[src/rtl/md5_csa_add_pipe_if.sv]
// Operand/result handshake bundle for md5_csa_add_pipe.
interface md5_csa_add_pipe_if #(
   parameter int WIDTH = 32,
   parameter int TAG_W = 4
);
   logic             in_valid;
   logic             in_ready;
   logic             in_mode;
   logic [WIDTH-1:0] in_a;
   logic [WIDTH-1:0] in_b;
   logic [WIDTH-1:0] in_c;
   logic [WIDTH-1:0] in_d;
   logic [TAG_W-1:0] in_tag;
   logic             out_valid;
   logic             out_ready;
   logic [WIDTH-1:0] out_sum;
   logic [1:0]       out_ovf;
   logic [TAG_W-1:0] out_tag;

   modport master (
      output in_valid, in_mode, in_a, in_b, in_c, in_d, in_tag, out_ready,
      input  in_ready, out_valid, out_sum, out_ovf, out_tag
   );

   modport slave (
      input  in_valid, in_mode, in_a, in_b, in_c, in_d, in_tag, out_ready,
      output in_ready, out_valid, out_sum, out_ovf, out_tag
   );
endinterface

[src/rtl/md5_csa_add_pipe.sv]
// Pipelined 2/4-operand modular adder: 4:2 carry-save stage followed by
// NSLICE registered carry-propagate slices; the last slice is the output register.
module md5_csa_add_pipe #(
   parameter int WIDTH = 32,
   parameter int SLICE = 8,
   parameter int TAG_W = 4
) (
   input logic                  clk,
   input logic                  rst_n,
   md5_csa_add_pipe_if.slave    io
);
   localparam int NSLICE = WIDTH / SLICE;
   localparam int W2     = WIDTH + 2;

   // Stage j (0..NSLICE-1) holds S/C, lower j resolved slices and carry into slice j
   logic [W2-1:0]    s_q   [NSLICE];
   logic [W2-1:0]    c_q   [NSLICE];
   logic [WIDTH-1:0] r_q   [NSLICE];
   logic             cy_q  [NSLICE];
   logic             v_q   [NSLICE];
   logic [TAG_W-1:0] tag_q [NSLICE];

   logic [W2-1:0]    csa_s, csa_c;
   logic [SLICE:0]   slice_t [NSLICE];
   logic [WIDTH-1:0] res_r   [NSLICE];
   logic             res_cy  [NSLICE];
   logic [1:0]       ovf;
   logic             stall;

   assign stall       = io.out_valid && !io.out_ready;
   assign io.in_ready = !stall;

   // Two cascaded 3:2 compressors; dropping carries past W2 is exact since the sum fits in W2 bits
   always_comb begin : csa
      logic [W2-1:0] a, b, c, d, x1, y1;
      a      = {2'b00, io.in_a};
      b      = {2'b00, io.in_b};
      c      = io.in_mode ? {2'b00, io.in_c} : '0;
      d      = io.in_mode ? {2'b00, io.in_d} : '0;
      x1     = a ^ b ^ c;
      y1     = ((a & b) | (a & c) | (b & c)) << 1;
      csa_s  = x1 ^ y1 ^ d;
      csa_c  = ((x1 & y1) | (x1 & d) | (y1 & d)) << 1;
   end

   always_comb begin : resolve
      for (int unsigned j = 0; j < NSLICE; j++) begin
         slice_t[j] = {1'b0, s_q[j][j*SLICE +: SLICE]}
                    + {1'b0, c_q[j][j*SLICE +: SLICE]}
                    + {{SLICE{1'b0}}, cy_q[j]};
         res_r[j]   = r_q[j];
         res_r[j][j*SLICE +: SLICE] = slice_t[j][SLICE-1:0];
         res_cy[j]  = slice_t[j][SLICE];
      end
      ovf = s_q[NSLICE-1][W2-1:WIDTH] + c_q[NSLICE-1][W2-1:WIDTH]
          + {1'b0, res_cy[NSLICE-1]};
   end

   always_ff @(posedge clk) begin
      if (!rst_n) begin
         for (int unsigned j = 0; j < NSLICE; j++) v_q[j] <= 1'b0;
         io.out_valid <= 1'b0;
         io.out_sum   <= '0;
         io.out_ovf   <= '0;
         io.out_tag   <= '0;
      end else if (!stall) begin
         v_q[0]   <= io.in_valid;
         s_q[0]   <= csa_s;
         c_q[0]   <= csa_c;
         r_q[0]   <= '0;
         cy_q[0]  <= 1'b0;
         tag_q[0] <= io.in_tag;
         for (int unsigned j = 1; j < NSLICE; j++) begin
            v_q[j]   <= v_q[j-1];
            s_q[j]   <= s_q[j-1];
            c_q[j]   <= c_q[j-1];
            r_q[j]   <= res_r[j-1];
            cy_q[j]  <= res_cy[j-1];
            tag_q[j] <= tag_q[j-1];
         end
         io.out_valid <= v_q[NSLICE-1];
         io.out_sum   <= res_r[NSLICE-1];
         io.out_ovf   <= ovf;
         io.out_tag   <= tag_q[NSLICE-1];
      end
   end
endmodule
[src/flat_wrapper.sv]
// flat-port wrapper written by rule: the top's interface ports become plain ports
module md5_csa_add_pipe_flat 
#(
   parameter int WIDTH = 32,
   parameter int SLICE = 8,
   parameter int TAG_W = 4
)
  (clk, rst_n, io_in_valid, io_in_mode, io_in_a, io_in_b, io_in_c, io_in_d, io_in_tag, io_out_ready, io_in_ready, io_out_valid, io_out_sum, io_out_ovf, io_out_tag);
  md5_csa_add_pipe_if #(.WIDTH(WIDTH), .TAG_W(TAG_W)) io_i ();
  input logic clk;
  input logic rst_n;
  input wire logic [$bits(io_i.in_valid)-1:0] io_in_valid;
  input wire logic [$bits(io_i.in_mode)-1:0] io_in_mode;
  input wire logic [$bits(io_i.in_a)-1:0] io_in_a;
  input wire logic [$bits(io_i.in_b)-1:0] io_in_b;
  input wire logic [$bits(io_i.in_c)-1:0] io_in_c;
  input wire logic [$bits(io_i.in_d)-1:0] io_in_d;
  input wire logic [$bits(io_i.in_tag)-1:0] io_in_tag;
  input wire logic [$bits(io_i.out_ready)-1:0] io_out_ready;
  output wire logic [$bits(io_i.in_ready)-1:0] io_in_ready;
  output wire logic [$bits(io_i.out_valid)-1:0] io_out_valid;
  output wire logic [$bits(io_i.out_sum)-1:0] io_out_sum;
  output wire logic [$bits(io_i.out_ovf)-1:0] io_out_ovf;
  output wire logic [$bits(io_i.out_tag)-1:0] io_out_tag;
  assign io_i.in_valid = io_in_valid;
  assign io_i.in_mode = io_in_mode;
  assign io_i.in_a = io_in_a;
  assign io_i.in_b = io_in_b;
  assign io_i.in_c = io_in_c;
  assign io_i.in_d = io_in_d;
  assign io_i.in_tag = io_in_tag;
  assign io_i.out_ready = io_out_ready;
  assign io_in_ready = io_i.in_ready;
  assign io_out_valid = io_i.out_valid;
  assign io_out_sum = io_i.out_sum;
  assign io_out_ovf = io_i.out_ovf;
  assign io_out_tag = io_i.out_tag;
  md5_csa_add_pipe #(.WIDTH(WIDTH), .SLICE(SLICE), .TAG_W(TAG_W)) u_core (.clk(clk), .rst_n(rst_n), .io(io_i));
endmodule
[config.mk]
export PLATFORM = sky130hd
export DESIGN_NAME = md5_csa_add_pipe_flat
export DESIGN_NICKNAME = d
export VERILOG_FILES = /design/src/rtl/md5_csa_add_pipe_if.sv /design/src/rtl/md5_csa_add_pipe.sv /design/src/flat_wrapper.sv
export SDC_FILE = /design/constraint.sdc
export NUM_CORES = 1
export LEC_CHECK = 0
export CORE_MARGIN = 5
export CORE_UTILIZATION = 54
export DETAILED_ROUTE_END_ITERATION = 6
export GPL_ROUTABILITY_DRIVEN = 0
export PLACE_DENSITY = 0.89
export SYNTH_ARGS = -nofsm -noshare
export SYNTH_HDL_FRONTEND = slang
export SYNTH_SLANG_ARGS = --single-unit
[constraint.sdc]
create_clock -name clk -period 8.1 [get_ports clk]
set_clock_uncertainty 0.2 [all_clocks]
set_input_delay 1.62 -clock clk [delete_from_list [all_inputs] [get_ports clk]]
set_output_delay 1.62 -clock clk [all_outputs]
set_load 0.02 [all_outputs]
* After elaboration in Yosys (flattened, before gate mapping) *
Memories as Yosys holds them, arrays and structs flattened. A register that Yosys moved wholly into a read port is not among the register bits.
Cells that the tools add are included.

word-level totals
  flip-flop bits (word level) = 34
  RAM bits = 424
  output and inout bits = 40
  word-level logic and storage cells = 55
  memories = 6

operators by class
  add/sub/neg operators = 10
  muxes and demuxes = 10
  bitwise gates (word level) = 18
  reductions and logical operators = 9

memories
  memory        depth  bits a word  rd ports  clocked after memory_dff  wr ports  line                    RTL
  u_core.c_q    4      34           4         0                         4         md5_csa_add_pipe.sv:17  logic [W2-1:0] c_q [NSLICE];
  u_core.s_q    4      34           4         0                         4         md5_csa_add_pipe.sv:16  logic [W2-1:0] s_q [NSLICE];
  u_core.r_q    4      32           4         1                         4         md5_csa_add_pipe.sv:18  logic [WIDTH-1:0] r_q [NSLICE];
  u_core.tag_q  4      4            4         1                         4         md5_csa_add_pipe.sv:21  logic [TAG_W-1:0] tag_q [NSLICE];
  u_core.cy_q   4      1            4         0                         4         md5_csa_add_pipe.sv:19  logic cy_q [NSLICE];
  u_core.v_q    4      1            4         1                         4         md5_csa_add_pipe.sv:20  logic v_q [NSLICE];

operator list
  cell               count
  $or 33x33->33      4
  $and 33x33->33     3
  $xor 34x34->34     2
  $and 32x33->33     2
  $mux 32            2
  $xor 32x32->32     2
  $add 8x8->9        4
  $add 9x1->9        4
  $and 32x32->32     1
  $logic_not 1->1    8
  $mux 1             8
  $or 1x1->1         4
  $add 2x1->2        1
  $add 2x2->2        1
  $logic_and 1x1->1  1

* Longest topological paths before layout *
Gate-level depths: netlist (run 1).

  depth after elaboration = 7
  mapped depth = 10
  depth with buffers taken out = 10

* Worst setup path before layout (run 1) *
OpenSTA, ideal clock, no wires.

  path type = input -> register
  start point = in rst_n
  end point = reg u_core.io.out_sum[31]
  setup time = 0.057 ns
  arrival time = 7.248 ns
  data required time = 7.843 ns
  path slack = 0.595 ns
  stages = 5
  path buffers = 1
  path through = clkbuf_1 > nand2_1 > inv_1 > and4b_1 > or3_1

RTL lines
  element               line                       RTL
  from (decl)           flat_wrapper.sv:11         input logic rst_n;
  to (signal assigned)  md5_csa_add_pipe.sv:82     io.out_sum <= res_r[NSLICE-1];
  to (decl)             md5_csa_add_pipe_if.sv:27  output in_ready, out_valid, out_sum, out_ovf, out_tag

* Worst setup path after layout (run 1) *
  start point = in io_out_ready
  end point = out io_in_ready

on the way
  longest elaborated chain between the ends = 3

RTL lines
  element            line                    RTL
  from (decl)        flat_wrapper.sv:19      input wire logic [$bits(io_i.out_ready)-1:0] io_out_ready;
  $logic_not 1->1    md5_csa_add_pipe.sv:30  assign stall = io.out_valid && !io.out_ready;
  $logic_and 1x1->1  md5_csa_add_pipe.sv:30
  $logic_not 1->1    md5_csa_add_pipe.sv:31  assign io.in_ready = !stall;
  to (decl)          flat_wrapper.sv:20      output wire logic [$bits(io_i.in_ready)-1:0] io_in_ready;

Every way passes these cells.

==> results of run 1 <==
## placed cells by master (no fill, tap or decap), types with 4 or more instances in the layout
| cell | count |
|---|---|
| edfxtp_1 | 235 |
| clkdlybuf4s50_1 | 174 |
| inv_1 | 147 |
| nand2_1 | 111 |
| fa_1 | 71 |
| dfxtp_1 | 42 |
| a21boi_0 | 36 |
| and2_1 | 33 |
| ha_1 | 29 |
| clkbuf_16 | 27 |
| xnor2_1 | 14 |
| o21ai_0 | 12 |
| nor2_1 | 12 |
| a21oi_1 | 11 |
| clkbuf_1 | 8 |
| nor2b_1 | 6 |
| o21a_1 | 5 |
| a21o_1 | 4 |
| nand3_1 | 4 |
| clkbuf_8 | 4 |
| bufinv_16 | 4 |
## worst max-delay path by stage
stage | start | endpoint | slack [ns] | cells after the start
after floorplan | rst_n | u_core.io.out_sum[31]$_SDFFE_PN0N_ | 0.60 | 5
after global routing | io_out_ready | io_in_ready | 2.38 | 5
final | io_out_ready | io_in_ready | 2.51 | 5
after global placement | io_out_ready | io_in_ready | 2.51 | 5
after detailed placement | io_out_ready | io_in_ready | 2.50 | 5
after CTS | io_out_ready | io_in_ready | 2.49 | 5
## report_power, final
group          switching (mW)  total [mW]  internal [mW]
Combinational           0.244       0.471          0.227
Clock                   0.491        1.27          0.778
Sequential             0.0555        1.82           1.76
## cell usage after synthesis, drive strengths merged (2+ instances only)
cell type	number	area share, %
nor2b	7	0.37
edfxtp	235	59
buf	2	0.10
xnor2	14	1.0
a21o	4	0.25
fa	71	12
clkbuf	19	0.60
o22ai	2	0.10
nand2	111	3.5
or2	2	0.10
a31oi	2	0.10
a21oi	11	0.46
or3	2	0.10
o21bai	2	0.13
nand3	4	0.17
nor3	3	0.13
o21a	5	0.31
xor2	3	0.22
o211a	3	0.25
and2	35	1.8
a21boi	36	2.3
dfxtp	42	7.1
nor2	13	0.43
o211ai	2	0.13
ha	29	3.0
inv	149	4.7
o21ai	13	0.55
a211oi	3	0.19
## cells by family after synthesis
kind of cell | synth area share [%]
buffers and inverters | 5.396
flip-flops | 66.26
adder cells (fa/ha/maj) | 14.97
XOR/XNOR | 1.249
AO/OA/AOI/OAI | 5.112
AND/OR/NAND/NOR | 7.012
## state kept, by name (all words and copies together), names as in the netlist
| name | cells |
|---|---|
| u_core.s_q | 85 |
| u_core.tag_q | 16 |
| u_core.r_q | 47 |
| u_core.io.out_valid | 1 |
| u_core.io.out_ovf | 2 |
| u_core.io.out_sum | 32 |
| u_core.cy_q | 3 |
| u_core.io.out_tag | 4 |
| u_core.c_q | 83 |
| u_core.v_q | 4 |
## area by class of cell
cell class | count | share of cell area, %
well taps | 280 | 2.352
repair buffers | 179 | 11.91
diodes | 1 | 0.01680
clock inverters | 11 | 1.058
inverters | 149 | 3.805
multi-input cells | 388 | 22.73
flip-flops and latches | 277 | 53.02
clock buffers | 39 | 5.107
## critical path, delay by kind of cell
family | cells | cell delay, ns
simple gates | 1 | 0.04
buf+inv | 4 | 2.09
## per-layer routing
metal | vias to the layer above | global-route usage (%) | routed length (um)
met2 | 176 | 29.62 | 10640
met5 | - | 0 | 0
met3 | 52 | 2.745 | 1150
met4 | 0 | 7.027 | 807
met1 | 3127 | 19.76 | 7649
li1 | 3138 | - | -
==> run metrics, run 1 <==
first-pass GRT wire length=around 33000 um; Max Cap Viol=0; Num CTS Buffers=27; via count=between 6000 and 7000; count of clock tree sinks=approximately 280; CTS resizes=0; DPL Wire Length=roughly 14000 um; initial antenna violation count=1; Worst R2R Start=u_core.io.out_valid$_SDFFE_PN0N_; Hold EP=u_core.s_q[2][26]$_DFFE_PP_; DR iter-0 viols=~350; pre-CTS WS=between 2 and 3 ns; Seq/Total Area, Yosys=about two thirds; H-tree depth=1; hold_buf cts=0; Final #Nets=between 1000 and 1500; Slew headroom=a little under a third; placed cell areas=13970 um2; WL final=around 20000 um; clock-pin transition on the worst setup and hold timing paths=approximately 0.06 ns; Worst Hold Path Cells=0; largest net degree at the start of global routing=~150; Synth Flop Type=edfxtp_1; Synth Register Bits=277; starting density of the core=54.78%; post-layout min period=5.587 ns; P&R area growth vs syn=24.97%; I/O Buffers=~180; Max Clk Rate=~180 MHz; crit path cell chain=clkdlybuf4s50_1 > nor2b_4 > buf_4 > inv_2 > clkdlybuf4s50_1; CP max FO=43; Multi-input gate area=3386 um2; die width=around 160 um; Overall Power=between 3 and 4 mW; Layout Cells excl Fill=around 1300; sum of negative setup slack=0 ns; Worst Max-Slew Pin Slew=slightly above 1 ns; placed cells=~1300; layout cells sized above 1=approximately 4.8%; Synthesized Nets=1072; LEAKAGE=6.041 nW; CTS root buf=clkbuf_16; Worst Setup End Kind=output port; outcome=complete, no violations; DRT antenna net count=0; worst-case vdd ir drop=around 150 uV; Worst EP arrival=~3.8 ns; ys async rst share=0%; clk_lat worst skew=0.53 ns; post-synth cell types=44; DIE HEIGHT=around 160 um; worst-case reg-to-reg path depth=6; final hold slack=around 0.20 ns; worst hold start=u_core.s_q[1][26]$_DFFE_PP_; die area=around 25000 um2; vias in the first global route=slightly below 7000; final worst slack=2.513 ns; Mapped Cells=about 840; wire per inst=15.29 um; R2R Setup Slk=roughly 4.4 ns; fin area=14900 um2; RSZ-0062 raised after global routing=false; final setup violation count=0; Avg Inst Size Synth=14.27 um2; CP max stage cell=clkdlybuf4s50_1; Slew Limit Fails=0; average vias per placed instance=between 4 and 5; I/O pin count=between 150 and 200; register area=approximately 7900 um2; crit share post-route=68.98%; Final Hold Vio Count=0; Post-CTS Setup Inserts=0; filler cell count=between 1000 and 1500; clk buf depth=3; core area=between 20000 and 25000 um2; Synth Cell Area=between 10000 and 15000 um2; Reg-to-Reg End=u_core.c_q[2][24]$_DFFE_PP_; final core occ=68.47%; Setup CP Type=input pin to output port; crit path launch type=input pin; Overall Global Routing Usage=16.52%; hold crit path type=flip-flop to flip-flop; power per cell area=between 200 and 250 nW/um2; slowest stage delay, CP=0.74 ns; Post-synth EDFFs=approximately 240; global route overflow=0; total of warnings raised by yosys=0; # rows=54; WP data required=approximately 6.3 ns; Pre-Repair DR Iteration Count=5; Worst path most repeated cell=clkdlybuf4s50_1; residual DRC count=0; CTS tree=built
Power figures use the tool's default switching activity.
==> run 2, diff against run 1 <==
--- a/config.mk
+++ b/config.mk
@@ -6,10 +6,10 @@
 export NUM_CORES = 1
 export LEC_CHECK = 0
 export CORE_MARGIN = 5
-export CORE_UTILIZATION = 54
+export CORE_UTILIZATION = 49
 export DETAILED_ROUTE_END_ITERATION = 6
 export GPL_ROUTABILITY_DRIVEN = 0
-export PLACE_DENSITY = 0.89
+export PLACE_DENSITY = 0.85
 export SYNTH_ARGS = -nofsm -noshare
 export SYNTH_HDL_FRONTEND = slang
 export SYNTH_SLANG_ARGS = --single-unit
==> constraint.sdc (replaced) <==
create_clock -name clk -period 5.1 [get_ports clk]
set_clock_uncertainty 0.2 [all_clocks]
set_input_delay 1.02 -clock clk [delete_from_list [all_inputs] [get_ports clk]]
set_output_delay 1.02 -clock clk [all_outputs]
set_load 0.02 [all_outputs]
==> run 2 against run 1 <==
Compared with the run above:
- first-iteration DRC count grew 38%
- register-to-register slack lost 2.2 ns
- count of clock-buffer cells in the layout shrank 7
- setup slack lost 1.3 ns
- worst hold slack better by 0.010 ns
- via count fell by 0.18%
- utilization down 6.1 points
- critical endpoint unchanged
- largest power group unchanged
==> run metrics, run 2 (same netlist as run 1, synthesis figures left out) <==
Overall Power=5.661 mW (+59%); crit path launch type=input pin; vias in the first global route=7043 (+4.1%); worst setup path startpoint=io_out_ready; H-tree depth=1 (unchanged); Worst Max-Slew Pin Slew=1.003 ns (-0.03289 ns); Max Cap Viol=0 (unchanged); pre-CTS WS=1.198 ns (-1.303 ns); max reg flops=85 (unchanged); die area=27540 um2 (+9.5%); Overall Global Routing Usage=14.79% (-1.7 points); die width=166.0 um (+4.7%); worst-case vdd ir drop=196.7 uV (+29%); wire per inst=14.98 um (-2.0%); Worst Hold Path Cells=0 (unchanged); Pre-Repair DR Iteration Count=6 (+1); filler cell count=1800 (+28%); CTS tree=built; worst-case reg-to-reg path depth=10 (+4); clk buf depth=3 (unchanged); # rows=57 (+5.6%); count of clock tree sinks=277 (unchanged); final worst slack=1.198 ns (-1.314 ns); LEAKAGE=6.082 nW (+0.67%); starting density of the core=49.44% (-5.3 points); P&R area growth vs syn=26.23%; first-pass GRT wire length=33610 um (+2.5%); clock-pin transition on the worst setup and hold timing paths=0.06 ns (about the same); power per cell area=376.3 nW/um2 (+57%); CTS root buf=clkbuf_16; DR iter-0 viols=480 (+38%); Num CTS Buffers=27 (unchanged); final core occ=62.42% (-6.1 points); WL final=20550 um (+1.5%); DRT antenna net count=0 (unchanged); CP max FO=43 (unchanged); outcome=complete, no violations; CTS resizes=0 (unchanged); Max Clk Rate=~260 MHz; RSZ-0062 raised after global routing=false; I/O Buffers=176 (unchanged); Biggest register=u_core.s_q; layout cells sized above 1=5.832% (+1.0 points); largest net degree at the start of global routing=69 (-54%); final setup violation count=0 (unchanged); most frequent cells in the layout=edfxtp_1, clkdlybuf4s50_1, inv_1; final hold slack=0.2095 ns (+0.01020 ns); clk_lat worst skew=0.52 ns (about the same); R2R Setup Slk=2.23 ns (-2.21 ns); post-layout min period=roughly 3.9 ns; Worst EP arrival=2.68 ns (-1.09 ns); hold_buf cts=0 (unchanged); Setup CP Type=input pin to output port; DPL Wire Length=14720 um (+4.2%); residual DRC count=0 (unchanged); WP data required=3.88 ns (-2.40 ns); average vias per placed instance=4.724 (-3.7%); Worst R2R Start=u_core.s_q[3][24]$_DFFE_PP_; Slew Limit Fails=0 (unchanged); Slew headroom=33.12% (+2.2 points); Final #Nets=1263 (+0.32%); core area=24110 um2 (+11%); hold crit path type=flip-flop to flip-flop; biggest regs=u_core.s_q x85, u_core.c_q x83, u_core.r_q x47; via count=6481 (-0.18%); Worst Setup End Kind=output port; initial antenna violation count=3 (+2); DIE HEIGHT=166.0 um (+4.7%); global route overflow=0 (unchanged); I/O pin count=177 (unchanged); commonest non-fill, non-tap cell in the layout=edfxtp_1; worst setup path endpoint=io_in_ready; crit share post-route=approximately three quarters; Reg-to-Reg End=u_core.io.out_ovf[0]$_SDFFE_PN0N_; Final Hold Vio Count=0 (unchanged); Post-CTS Setup Inserts=0 (unchanged)
run 2: cell types whose count changed in the layout (fill, tap and decap cells not counted), sizes merged:
cell      change
buf           +4
clkbuf        -7
clkinv        +4
clkinvlp      +2
diode         +1
run 2: final cells by class:
type                            instances  area, um2  share of cell area, %
Sequential cell                       277       7898                  52.49
Multi-Input combinational cell        388       3393                  22.55
Timing Repair Buffer                  183       1854                  12.32
Clock buffer                           32      714.4                  4.748
Inverter                              149      565.5                  3.759
Tap cell                              324      405.4                  2.694
Clock inverter                         17      210.2                  1.397
Antenna cell                            2      5.005                0.03326
run 2: critical path, stage by stage:
cell             delay, ns
clkdlybuf4s50_1       0.51
nor2b_4               0.06
inv_4                 0.37
clkdlybuf4s50_1       0.71
run 2: worst min path at each step:
stage | startpoint | slack [ns] | end
2_1_floorplan | u_core.c_q[0][10]$_DFFE_PP_ | 0.20 | u_core.c_q[1][10]$_DFFE_PP_
3_3_place_gp | u_core.tag_q[1][2]$_DFFE_PP_ | 0.20 | u_core.tag_q[2][2]$_DFFE_PP_
3_5_place_dp | u_core.c_q[0][22]$_DFFE_PP_ | 0.20 | u_core.c_q[1][22]$_DFFE_PP_
4_1_cts | u_core.s_q[1][18]$_DFFE_PP_ | 0.21 | u_core.s_q[2][18]$_DFFE_PP_
5_1_grt | u_core.s_q[1][19]$_DFFE_PP_ | 0.21 | u_core.s_q[2][19]$_DFFE_PP_
6_report | u_core.s_q[1][18]$_DFFE_PP_ | 0.21 | u_core.s_q[2][18]$_DFFE_PP_
run 2: power breakdown:
group | internal (mW) | switching, mW | leakage (nW)
logic | 0.368 | 0.388 | 2.96
clock network | 1.21 | 0.814 | 0.452
registers | 2.80 | 0.0825 | 2.67
run 2: layer usage:
metal | vias up | part of all wire [%] | GRT usage (%)
met3 | 47 | 4.9 | 2.904
met1 | 3116 | 39 | 17.16
met5 | - | 0.063 | 0
li1 | 3147 | - | -
met4 | 2 | 3.1 | 5.165
met2 | 169 | 53 | 27.34
run 2: stage by stage:
step                std cells  TNS, ns  instance area (um2)
floorplan                 835   -86.76                11930
global placement         1321        0                14120
detailed placement       1321        0                14120
CTS                      1370        0                15040
global route             1372        0                15050
finish                   1372        0                15050
==> run 3, diff against run 2 <==
==> constraint.sdc (replaced) <==
create_clock -name clk -period 3.15 [get_ports clk]
set_clock_uncertainty 0.2 [all_clocks]
set_input_delay 0.63 -clock clk [delete_from_list [all_inputs] [get_ports clk]]
set_output_delay 0.63 -clock clk [all_outputs]
set_load 0.02 [all_outputs]
==> run 3 against run 2 <==
Compared with the run above:
- final cell count up 0.22%
- routed wire length down 2.1%
- via count down 0.32%
- design area about the same
- global-route usage is 0.069 points lower
- largest cell class unchanged
- first-iteration DRC count shrank 15%
- combinational power increased by 60%
- flip-flop and latch count is the same
==> run metrics, run 3 (same netlist as run 1, synthesis figures left out) <==
global route overflow=0 (unchanged); Multi-input gate area=3393 um2 (unchanged); residual DRC count=0 (unchanged); clock-pin transition on the worst setup and hold timing paths=0.06 ns (about the same); RSZ-0062 raised after global routing=false; commonest non-fill, non-tap cell in the layout=edfxtp_1; sum of negative setup slack=0 ns (unchanged); ant diodes=0 (-2); CTS root buf=clkbuf_16; power per cell area=596.4 nW/um2 (+59%); Num CTS Buffers=27 (unchanged); core area=24110 um2 (unchanged); Max Clk Rate=361.2 MHz; crit path cell chain=fa_1 > inv_1 > fa_1 > nor2b_1 > o31ai_1 > a21oi_1 > a31oi_1 > fa_1 > nand2_1 > o211a_1; Worst EP arrival=3.04 ns (+0.36 ns); largest net degree at the start of global routing=58 (-16%); clk_lat worst skew=0.52 ns (about the same); Biggest register=u_core.s_q; WL final=20120 um (-2.1%); slowest stage delay, CP=0.46 ns (-0.25 ns); worst-case reg-to-reg path depth=10 (unchanged); Slew Limit Fails=0 (unchanged); fin area=15040 um2 (about the same); Worst Setup End Kind=flip-flop; most frequent cells in the layout=edfxtp_1, clkdlybuf4s50_1, inv_1; I/O Buffers=176 (unchanged); worst setup path startpoint=u_core.s_q[3][24]$_DFFE_PP_; via count=6460 (-0.32%); CTS tree=built; clk buf depth=3 (unchanged); DR iter-0 viols=408 (-15%); vias in the first global route=6900 (-2.0%); count of clock tree sinks=277 (unchanged); die area=27540 um2 (unchanged); Max Cap Viol=0 (unchanged); DPL Wire Length=14900 um (+1.2%); Final Hold Vio Count=0 (unchanged); layout cells sized above 1=5.804% (-0.028 points); crit share post-route=between 80% and 90%; filler cell count=1793 (-0.39%); first-pass GRT wire length=33420 um (-0.57%); worst hold start=u_core.s_q[1][29]$_DFFE_PP_; R2R Setup Slk=0.38 ns (-1.85 ns); P&R area growth vs syn=26.19% (about the same); Final #Nets=1268 (+0.40%); initial antenna violation count=2 (-1); final core occ=62.39% (about the same); H-tree depth=1 (unchanged); wire per inst=14.63 um (-2.3%); hold crit path type=flip-flop to flip-flop; final setup violation count=0 (unchanged); outcome=complete, no violations; average vias per placed instance=4.698 (-0.54%); CTS resizes=0 (unchanged); Slew headroom=67.76% (+35 points); biggest regs=u_core.s_q x85, u_core.c_q x83, u_core.r_q x47; post-layout min period=~2.8 ns; WP data required=3.42 ns (-0.46 ns); die width=166.0 um (unchanged); crit path launch type=flip-flop; CP bufs+invs=1 (-2); starting density of the core=49.44% (unchanged); LEAKAGE=6.088 nW (about the same); CP max stage cell=fa_1; Setup CP Type=flip-flop to flip-flop; Reg-to-Reg End=u_core.io.out_ovf[0]$_SDFFE_PN0N_; Worst R2R Start=u_core.s_q[3][24]$_DFFE_PP_; Overall Global Routing Usage=14.72% (-0.069 points); DIE HEIGHT=166.0 um (unchanged); I/O pin count=177 (unchanged); DRT antenna net count=0 (unchanged); Post-CTS Setup Inserts=0 (unchanged); max reg flops=85 (unchanged); register area=7898 um2 (unchanged); Worst Max-Slew Pin Slew=0.4836 ns (-0.5196 ns); Worst path most repeated cell=fa_1; CP max FO=3 (-93%); Pre-Repair DR Iteration Count=4 (-2); Worst path top cell family by delay=adder cells; Worst Hold Path Cells=0 (unchanged); Hold EP=u_core.s_q[2][29]$_DFFE_PP_; placed cell areas=14180 um2 (+0.44%); worst-case vdd ir drop=340.1 uV (+73%); # rows=57 (unchanged); hold_buf cts=0 (unchanged)
-- run 3: metrics by stage --
stage	hold slack [ns]	setup slack [ns]	power, mW	cells
finish	0.2015	0.3812	8.970	1375
global route	0.2186	0.1942	9.426	1375
CTS	0.2069	0.3862	9.076	1375
detailed placement	0.2045	0.2653	5.963	1326
global placement	0.2006	0.2954	5.866	1326
floorplan	0.2003	-2.287	5.425	835
-- run 3: final cells by class --
class / count / share of cell area, %
inverters: 149 / 3.760
repair buffers: 188 / 12.74
clock inverters: 16 / 1.090
clock buffers: 33 / 4.642
multi-input cells: 388 / 22.56
well taps: 324 / 2.695
flip-flops and latches: 277 / 52.51
-- run 3: routing by layer --
metal	part of all wire, %	track usage (%)	vias to the layer above	routed length [um]
li1	-	-	3156	-
met1	39	17.35	3139	7817
met2	54	27.34	129	10800
met3	5.1	3.309	32	1026
met4	2.2	3.659	4	437
met5	0.17	0	-	34
-- run 3: report_power, final --
part | leakage [nW] | internal [mW] | switching (mW)
Combinational | 3.00 | 0.594 | 0.619
Sequential | 2.67 | 4.53 | 0.134
Clock | 0.425 | 1.83 | 1.27
-- run 3: worst max path at each step --
stage | depth (start not counted) | slack (ns) | endpoint
floorplan | 7 | -2.29 | u_core.io.out_sum[31]$_SDFFE_PN0N_
global placement | 6 | 0.30 | u_core.s_q[0][31]$_DFFE_PP_
detailed placement | 6 | 0.27 | u_core.s_q[0][31]$_DFFE_PP_
CTS | 10 | 0.39 | u_core.io.out_ovf[0]$_SDFFE_PN0N_
global route | 10 | 0.19 | u_core.io.out_ovf[0]$_SDFFE_PN0N_
finish | 10 | 0.38 | u_core.io.out_ovf[0]$_SDFFE_PN0N_
-- run 3: worst register-to-register path, delay by kind of cell (launching register included) --
kind            cells  cell delay [ns]
flops               1             0.39
compound gates      4             0.79
fa+ha+maj           3             1.09
simple gates        2             0.15
buf+inv             1             0.09
